==> src/rtl/id_issue_ctrl_pkg.sv <==
`default_nettype none
// ============================================================================
// Module      : id_issue_ctrl_pkg
// Description : Shared widths and ID-stage FSM encodings for the ID issue
//               controller and its stall monitor.
// Revision    : 1.0 - initial release
// ============================================================================
package id_issue_ctrl_pkg;

  localparam int IF_TO_ID_BUS_WD  = 64;
  localparam int ID_TO_EXE_BUS_WD = 64;
  localparam int STALL_CNT_WD     = 32;
  localparam int STALL_TIMEOUT    = 1024;

  // ID occupancy state; S_EMPTY is the only state in which ID holds nothing
  typedef enum logic [1:0] {
    S_EMPTY = 2'b00,
    S_WAIT  = 2'b01,
    S_BLOCK = 2'b10,
    S_ISSUE = 2'b11
  } id_state_t;

endpackage : id_issue_ctrl_pkg
`default_nettype wire

==> src/rtl/id_issue_ctrl_stall_monitor.sv <==
`default_nettype none
// ============================================================================
// Module      : id_issue_ctrl_stall_monitor
// Description : Stall monitor - wrapping total stall-cycle counter, saturating
//               consecutive-stall counter and sticky watchdog flag, all driven
//               by a single stall_event strobe so other stages can reuse it.
// Revision    : 1.0 - initial release
// ============================================================================
module id_issue_ctrl_stall_monitor #(
  parameter int CNT_WD  = 32,
  parameter int TIMEOUT = 1024
) (
  input  logic              clk,
  input  logic              resetn,
  input  logic              stall_event,
  output logic [CNT_WD-1:0] stall_cnt,
  output logic              stall_timeout
);

  localparam int CW = $clog2(TIMEOUT + 1);
  localparam logic [CW-1:0]     c_TIMEOUT  = CW'(TIMEOUT);
  localparam logic [CW-1:0]     c_CONS_ONE = CW'(1);
  localparam logic [CNT_WD-1:0] c_CNT_ONE  = CNT_WD'(1);

  logic [CNT_WD-1:0] r_stall_cnt;
  logic [CW-1:0]     r_consec;
  logic              r_timeout;
  logic [CW-1:0]     w_consec_nxt;

  // Consecutive count after this edge: saturates at TIMEOUT, clears on any non-stall edge
  always_comb begin
    w_consec_nxt = '0;
    if (stall_event) begin
      w_consec_nxt = (r_consec == c_TIMEOUT) ? r_consec : r_consec + c_CONS_ONE;
    end
  end

  // Counters and sticky flag; the flag rises on the same edge the count reaches TIMEOUT
  always_ff @(posedge clk or negedge resetn) begin
    if (!resetn) begin
      r_stall_cnt <= '0;
      r_consec    <= '0;
      r_timeout   <= 1'b0;
    end else begin
      if (stall_event) begin
        r_stall_cnt <= r_stall_cnt + c_CNT_ONE;
      end
      r_consec <= w_consec_nxt;
      if (w_consec_nxt == c_TIMEOUT) begin
        r_timeout <= 1'b1;
      end
    end
  end

  assign stall_cnt     = r_stall_cnt;
  assign stall_timeout = r_timeout;

endmodule : id_issue_ctrl_stall_monitor
`default_nettype wire

==> src/rtl/id_issue_ctrl.sv <==
`default_nettype none
// ============================================================================
// Module      : id_issue_ctrl
// Description : ID-stage pipeline register and issue controller. Latches the
//               IF payload under valid/allowin, holds it while an operand is
//               not obtainable, and issues to EXE once both operands are ready
//               and EXE accepts. Exposes stall statistics and a watchdog flag.
// Revision    : 1.0 - initial release
// ============================================================================
module id_issue_ctrl
  import id_issue_ctrl_pkg::*;
#(
  parameter int BUS_WD  = IF_TO_ID_BUS_WD,
  parameter int CNT_WD  = STALL_CNT_WD,
  parameter int TIMEOUT = STALL_TIMEOUT
) (
  input  logic              clk,
  input  logic              resetn,
  input  logic              IF_to_ID_valid,
  input  logic [BUS_WD-1:0] IF_to_ID_bus,
  output logic              ID_allowin,
  output logic [BUS_WD-1:0] ID_bus,
  input  logic              src_1_ready,
  input  logic              src_2_ready,
  input  logic              EXE_allowin,
  output logic              ID_to_EXE_valid,
  output logic [BUS_WD-1:0] ID_to_EXE_bus,
  input  logic              br_flush,
  output logic [CNT_WD-1:0] stall_cnt,
  output logic              stall_timeout
);

  id_state_t         r_state;
  logic [BUS_WD-1:0] r_id_bus;
  logic              w_id_valid;
  logic              w_ready_go;
  logic              w_next_valid;
  logic              w_load;
  logic              w_stall_event;

  // Handshake terms; ID occupancy is carried by the FSM itself (any non-empty state)
  always_comb begin
    w_id_valid      = (r_state != S_EMPTY);
    w_ready_go      = src_1_ready & src_2_ready;
    ID_allowin      = !w_id_valid | (w_ready_go & EXE_allowin);
    ID_to_EXE_valid = w_id_valid & w_ready_go & !br_flush;
    w_next_valid    = br_flush ? 1'b0 : (ID_allowin ? IF_to_ID_valid : w_id_valid);
    w_load          = ID_allowin & IF_to_ID_valid & !br_flush;
    // Only operand stalls count; EXE backpressure and flushed cycles do not
    w_stall_event   = w_id_valid & !w_ready_go & !br_flush;
  end

  // Occupancy FSM and payload register; flush kills ID and blocks any new accept
  always_ff @(posedge clk or negedge resetn) begin
    if (!resetn) begin
      r_state  <= S_EMPTY;
      r_id_bus <= '0;
    end else begin
      if (w_load) begin
        r_id_bus <= IF_to_ID_bus;
      end
      if (!w_next_valid) begin
        r_state <= S_EMPTY;
      end else if (!w_ready_go) begin
        r_state <= S_WAIT;
      end else if (!EXE_allowin) begin
        r_state <= S_BLOCK;
      end else begin
        r_state <= S_ISSUE;
      end
    end
  end

  assign ID_bus        = r_id_bus;
  assign ID_to_EXE_bus = r_id_bus;

  id_issue_ctrl_stall_monitor #(
    .CNT_WD  (CNT_WD),
    .TIMEOUT (TIMEOUT)
  ) u_stall_monitor (
    .clk           (clk),
    .resetn        (resetn),
    .stall_event   (w_stall_event),
    .stall_cnt     (stall_cnt),
    .stall_timeout (stall_timeout)
  );

endmodule : id_issue_ctrl
`default_nettype wire
==> config.mk <==
export PLATFORM = sky130hd
export DESIGN_NAME = id_issue_ctrl
export DESIGN_NICKNAME = d
export VERILOG_FILES = /design/src/rtl/id_issue_ctrl_pkg.sv /design/src/rtl/id_issue_ctrl_stall_monitor.sv /design/src/rtl/id_issue_ctrl.sv
export SDC_FILE = /design/constraint.sdc
export NUM_CORES = 1
export LEC_CHECK = 0
export CAP_MARGIN = 20
export CORE_MARGIN = 3
export CORE_UTILIZATION = 35
export CTS_BUF_LIST = sky130_fd_sc_hd__clkbuf_8
export DETAILED_ROUTE_END_ITERATION = 8
export DONT_BUFFER_PORTS = 1
export MAX_ROUTING_LAYER = met4
export SYNTH_ARGS = -nofsm -noshare
export SYNTH_HDL_FRONTEND = slang
export SYNTH_SLANG_ARGS = --single-unit
==> constraint.sdc <==
create_clock -name clk -period 3.4 [get_ports clk]
set_input_delay 0.51 -clock clk [delete_from_list [all_inputs] [get_ports clk]]
set_output_delay 0.51 -clock clk [all_outputs]
set_load 0.03 [all_outputs]
### Word-level counts from Yosys, hierarchy flattened

Index checks and enable logic that the tools add are counted.

* $add $sub $neg: 2
* eq/ne operators: 2
* muxes and demuxes: 7
* bitwise operators: 9
* reductions and logical operators: 4

Operators with widths (count)
* adder 32 x 1 -> 32 bit (second input constant): 1
* equality test 11 bit (second input constant): 2
* 2-to-1 mux 11 bit: 2
* adder 11 x 1 -> 11 bit (second input constant): 1
* AND 1 bit: 8
* 2-to-1 mux 2 bit: 2
* zero test 1 bit: 3
* 2-to-1 mux 1 bit: 3
* nonzero test 2 bit: 1
* bitwise OR 1 bit: 1

* register bits: 110
* bits of input ports: 71
* output and inout port bits: 163
* word-level logic and storage cells: 29

### Longest topological paths before layout

* depth after elaboration: 6
* depth in mapped cells: 8
* gate-level depth less buffers: 7

### Cells and area by module

Synthesis repeated with hierarchy kept, for this count alone.

* cells, all modules: 404
* area total of the unflattened synthesis: 5117.4 um2

Modules (own cells, without submodules)
* id_issue_ctrl: instances 1, cells each 215, area an instance 2997.9 um2, seq. area each 1651.6 um2
* id_issue_ctrl_stall_monitor: instances 1, cells each 189, area an instance 2119.5 um2, seq. area each 1101.1 um2

### Worst setup path after synthesis

OpenSTA, ideal clock, no wires.

* path kind: input -> register
* from: input src_1_ready
* to: register r_id_bus[48] (netlist: ID_bus[48])
* setup time: 0.125 ns
* data arrival time: 1.960 ns
* data required time: 3.275 ns
* setup slack: 1.315 ns
* stages: 6
* path buffers: 2
* path through: and2_1 > a21o_1 > and3b_1 > buf_2 > buf_6 > mux2_2

* longest elaborated chain between the ends: 5

RTL lines
* from (decl): line id_issue_ctrl.sv:23 `input logic src_1_ready,`
* AND 1 bit: line id_issue_ctrl.sv:44 `w_ready_go = src_1_ready & src_2_ready;`
* AND 1 bit: line id_issue_ctrl.sv:45 `ID_allowin = !w_id_valid | (w_ready_go & EXE_allowin);`
* bitwise OR 1 bit: line id_issue_ctrl.sv:45
* via ID_allowin: line id_issue_ctrl.sv:21 `output logic ID_allowin,`
* AND 1 bit (2 in series): line id_issue_ctrl.sv:48 `w_load = ID_allowin & IF_to_ID_valid & !br_flush;`
* to (signal assigned): line id_issue_ctrl.sv:60 `r_id_bus <= IF_to_ID_bus;`
* to (decl): line id_issue_ctrl.sv:34 `logic [BUS_WD-1:0] r_id_bus;`

The timed path passes the listed nets, and every way through them passes these cells.
A chain may end at the register's enable or synchronous reset.

### Final worst setup path

* from: register u_stall_monitor.r_consec[0]
* to: register u_stall_monitor.r_timeout (netlist: u_stall_monitor.stall_timeout)

* longest elaborated chain between the ends: 4
* elaborated cells on any way between the ends: 5
* classes of those cells: add/sub: 1; eq/ne: 2; mux: 2

RTL lines
* from (decl): line id_issue_ctrl_stall_monitor.sv:26 `logic [CW-1:0] r_consec;`
* from (signal assigned): line id_issue_ctrl_stall_monitor.sv:48 `r_consec <= w_consec_nxt;`
* adder 11 x 1 -> 11 bit / equality test 11 bit (equally long branches): line id_issue_ctrl_stall_monitor.sv:34 `w_consec_nxt = (r_consec == c_TIMEOUT) ? r_consec : r_consec + c_CONS_ONE;`
* 2-to-1 mux 11 bit (*): line id_issue_ctrl_stall_monitor.sv:34
* 2-to-1 mux 11 bit (*): line id_issue_ctrl_stall_monitor.sv:33 `if (stall_event) begin`
* equality test 11 bit (*): line id_issue_ctrl_stall_monitor.sv:49 `if (w_consec_nxt == c_TIMEOUT) begin`
* to (signal assigned): line id_issue_ctrl_stall_monitor.sv:43 `r_timeout <= 1'b0;`
* to (signal assigned): line id_issue_ctrl_stall_monitor.sv:50 `r_timeout <= 1'b1;`
* to (decl): line id_issue_ctrl_stall_monitor.sv:27 `logic r_timeout;`

Every way passes the cells marked *; elsewhere a longest branch is shown, timed or not.

==> flow_summary.toml <==
[outcome]
status = "completed"

[finish]
drive_gt1_share_pct = 20.5
syn_to_final_growth_pct = -1.85
most-common-layout-cells = "110 x dfrtp_1, 45 x mux2_2, 28 x nor2_1"
nNetsFinal = 439
utilization_pct = 35.1
final_common_cell = "dfrtp_1"
n_antenna_cell = 0

[synth]
synthAdderAreaFrac_pct = 0.719
syn-num-nets = 503
yosysWarningCount = 0
synth_cells = 429
synth.avg_cell_area_um2 = 12.2
synth_compound_area_share_pct = 2.11
netlist_area_um2 = 5220
synth_top_family_by_area = "multiplexers"
ys.flop_type = "dfrtp_1"
synth_xor_xnor_area_share_pct = 6.71
synthSimpleGateAreaFrac_pct = 11.9
synth_top_area_cell = "dfrtp_1"
synthMuxAreaShare_pct = 13.8
synth_seq_cells = 110
synth_edf_count = 0
netlist-cell-type-count = 42
netlist_top_cells_area = "dfrtp_1 53%, mux2_2 9.7%, buf_4 9.2%"
netlist.area_leader.share_pct = 52.7
yosysSeqAreaShare_pct = 52.7
synthArstFlopShare_pct = 100

[worst_setup_path]
worstPathRequired_ns = 3.64
startpoint_type = "flop"
regToRegStartpoint = "u_stall_monitor.r_consec[0]"
worstSetupPathType = "reg -> reg"
worstPathMaxFanout = 9
r2r_slack_ns = 1.31
regToRegEndpoint = "u_stall_monitor.stall_timeout"
rr_worst_depth = 7
crit_arrival_ns = 2.34
end_kind = "flop"

[detailed_routing]
ant_nets = 0
firstDrtPassIters = 4
drt_iter0_markers = 113
wl_per_cell_um = 18.4
viasPerCell = 5.14
num_vias = 2846
drc_errors = 0
wl_um = 10200

[grt]
antenna_found_initial = 0
grt_first_pass_wirelength_um = 15600
grt_usage_pct = 12.5
gr-total-overflow = 0
grt_max_degree = 111
grt_pass1_vias = 2840

[placed_design]
post-place-ws_ns = 1.10
dp_hpwl_um = 7320
io_buffers = 0
gp_congestion = 0.848

[die]
core_um2 = 14600
rows = 44
die_h_um = 128
start_util_pct = 35.8
die_w_um = 128
dieArea_um2 = 16400
ios = 234

[timing]
fmax_mhz = 478
slew_headroom_pct = 55.7
post-route-period-util_pct = 61.5
finalMaxSlewViolations = 0
fin_setup_tns_ns = 0
period_needed_ns = 2.09
setup-violations-final = 0
hold_viol_final = 0
setup_ws_ns = 1.31
worst_pin_slew_ns = 0.665
hold_slack_ns = 0.0717
fin_skew_ns = 0.0176
rsz0062_at_grt = "no"

[cts]
cts-root-buf = "clkbuf_8"
clkLatencyLatePin_ns = 0.38
post_cts_buffers = 0
htree_levels = 3
cts.sink_count = 110
path_clk_slew_ns = 0.11
cts_hold_buf = 1
cts_made_buffers = 9
cts-resized-gates = 0
cts_tree = "done"
clock_path_buffers = 2

[job]
cap_violations = 0

[worst_hold_path]
hp-class = "in -> async"

[power]
powerDensity_nw_per_um2 = 679
irDropWorstVdd_v = 0.000287
cellLeakagePower_nw = 2.18
-- cell families (layout without fill, tap and decap cells) --
logic type	count (synthesis)	in the layout
multiplexers	64	64
AND/OR/NAND/NOR	108	108
AO/OA/AOI/OAI	15	15
XOR/XNOR	40	40
adder cells (fa/ha/maj)	3	3
buffers and inverters	89	30
flip-flops	110	110
-- critical path, stage by stage, from the launching register on --
cell and delay, ns:
dfrtp_1 0.50, inv_1 0.12, ha_1 0.17, nor4b_1 0.24, nand3_1 0.29, nor3b_1 0.23, o311ai_1 0.27, o31ai_1 0.13
-- per-layer routing --
metal / part of all wire, % / track usage [%] / vias to the layer above
met5: 0 / - / -
met3: 7.8 / 4.13 / 14
met4: 1.6 / 5.24 / 0
li1: - / - / 1266
met1: 39 / 14.1 / 1439
met2: 52 / 20.4 / 127
-- synth_stat cells, drive strengths merged (4+ instances only) --
master	instances
inv	11
nor3	9
mux2	64
o21ai	4
nor2	28
nand3	18
xor2	18
nand4	15
nor4b	4
dfrtp	110
nand2	18
buf	75
xnor2	22
-- registers in the layout, summed over array words and instances (netlist names) --
signal	count
u_stall_monitor.stall_cnt	32
u_stall_monitor.r_consec	11
ID_bus	64
u_stall_monitor.stall_timeout	1
r_state	2
-- worst max path at each step --
| stage | slack, ns | end | startpoint |
|---|---|---|---|
| 6_report | 1.31 | u_stall_monitor.stall_timeout | u_stall_monitor.r_consec[0] |
| 5_1_grt | 1.12 | u_stall_monitor.stall_timeout | u_stall_monitor.r_consec[0] |
| 4_1_cts | 1.29 | u_stall_monitor.stall_cnt[26] | u_stall_monitor.stall_cnt[4] |
| 3_5_place_dp | 1.10 | ID_bus[60] | src_1_ready |
| 3_3_place_gp | 1.13 | ID_bus[11] | src_1_ready |
| 2_1_floorplan | 1.32 | ID_bus[48] | src_1_ready |
-- where the power goes --
| part | internal [mW] | switching, mW |
|---|---|---|
| Clock | 0.352 | 0.465 |
| Combinational | 0.155 | 0.109 |
| Sequential | 1.48 | 0.924 |
| Total | 1.98 | 1.50 |
-- through the flow --
step | total power, mW | area, um^2 | cells
2_1_floorplan | 2.81 | 5220 | 429
4_1_cts | 3.54 | 5120 | 554
6_report | 3.48 | 5120 | 554
5_1_grt | 3.64 | 5120 | 554
3_3_place_gp | 2.66 | 4890 | 537
3_5_place_dp | 2.68 | 4890 | 537
-- cell type report --
type	instances	area, um^2
Clock buffer	9	124
Clock inverter	7	77.6
Fill cell	1440	9470
Inverter	11	41.3
Multi-Input combinational cell	230	1840
Sequential cell	110	2750
Tap cell	184	230
Timing Repair Buffer	3	55.1
No activity file was read; power rests on OpenSTA's default activity.
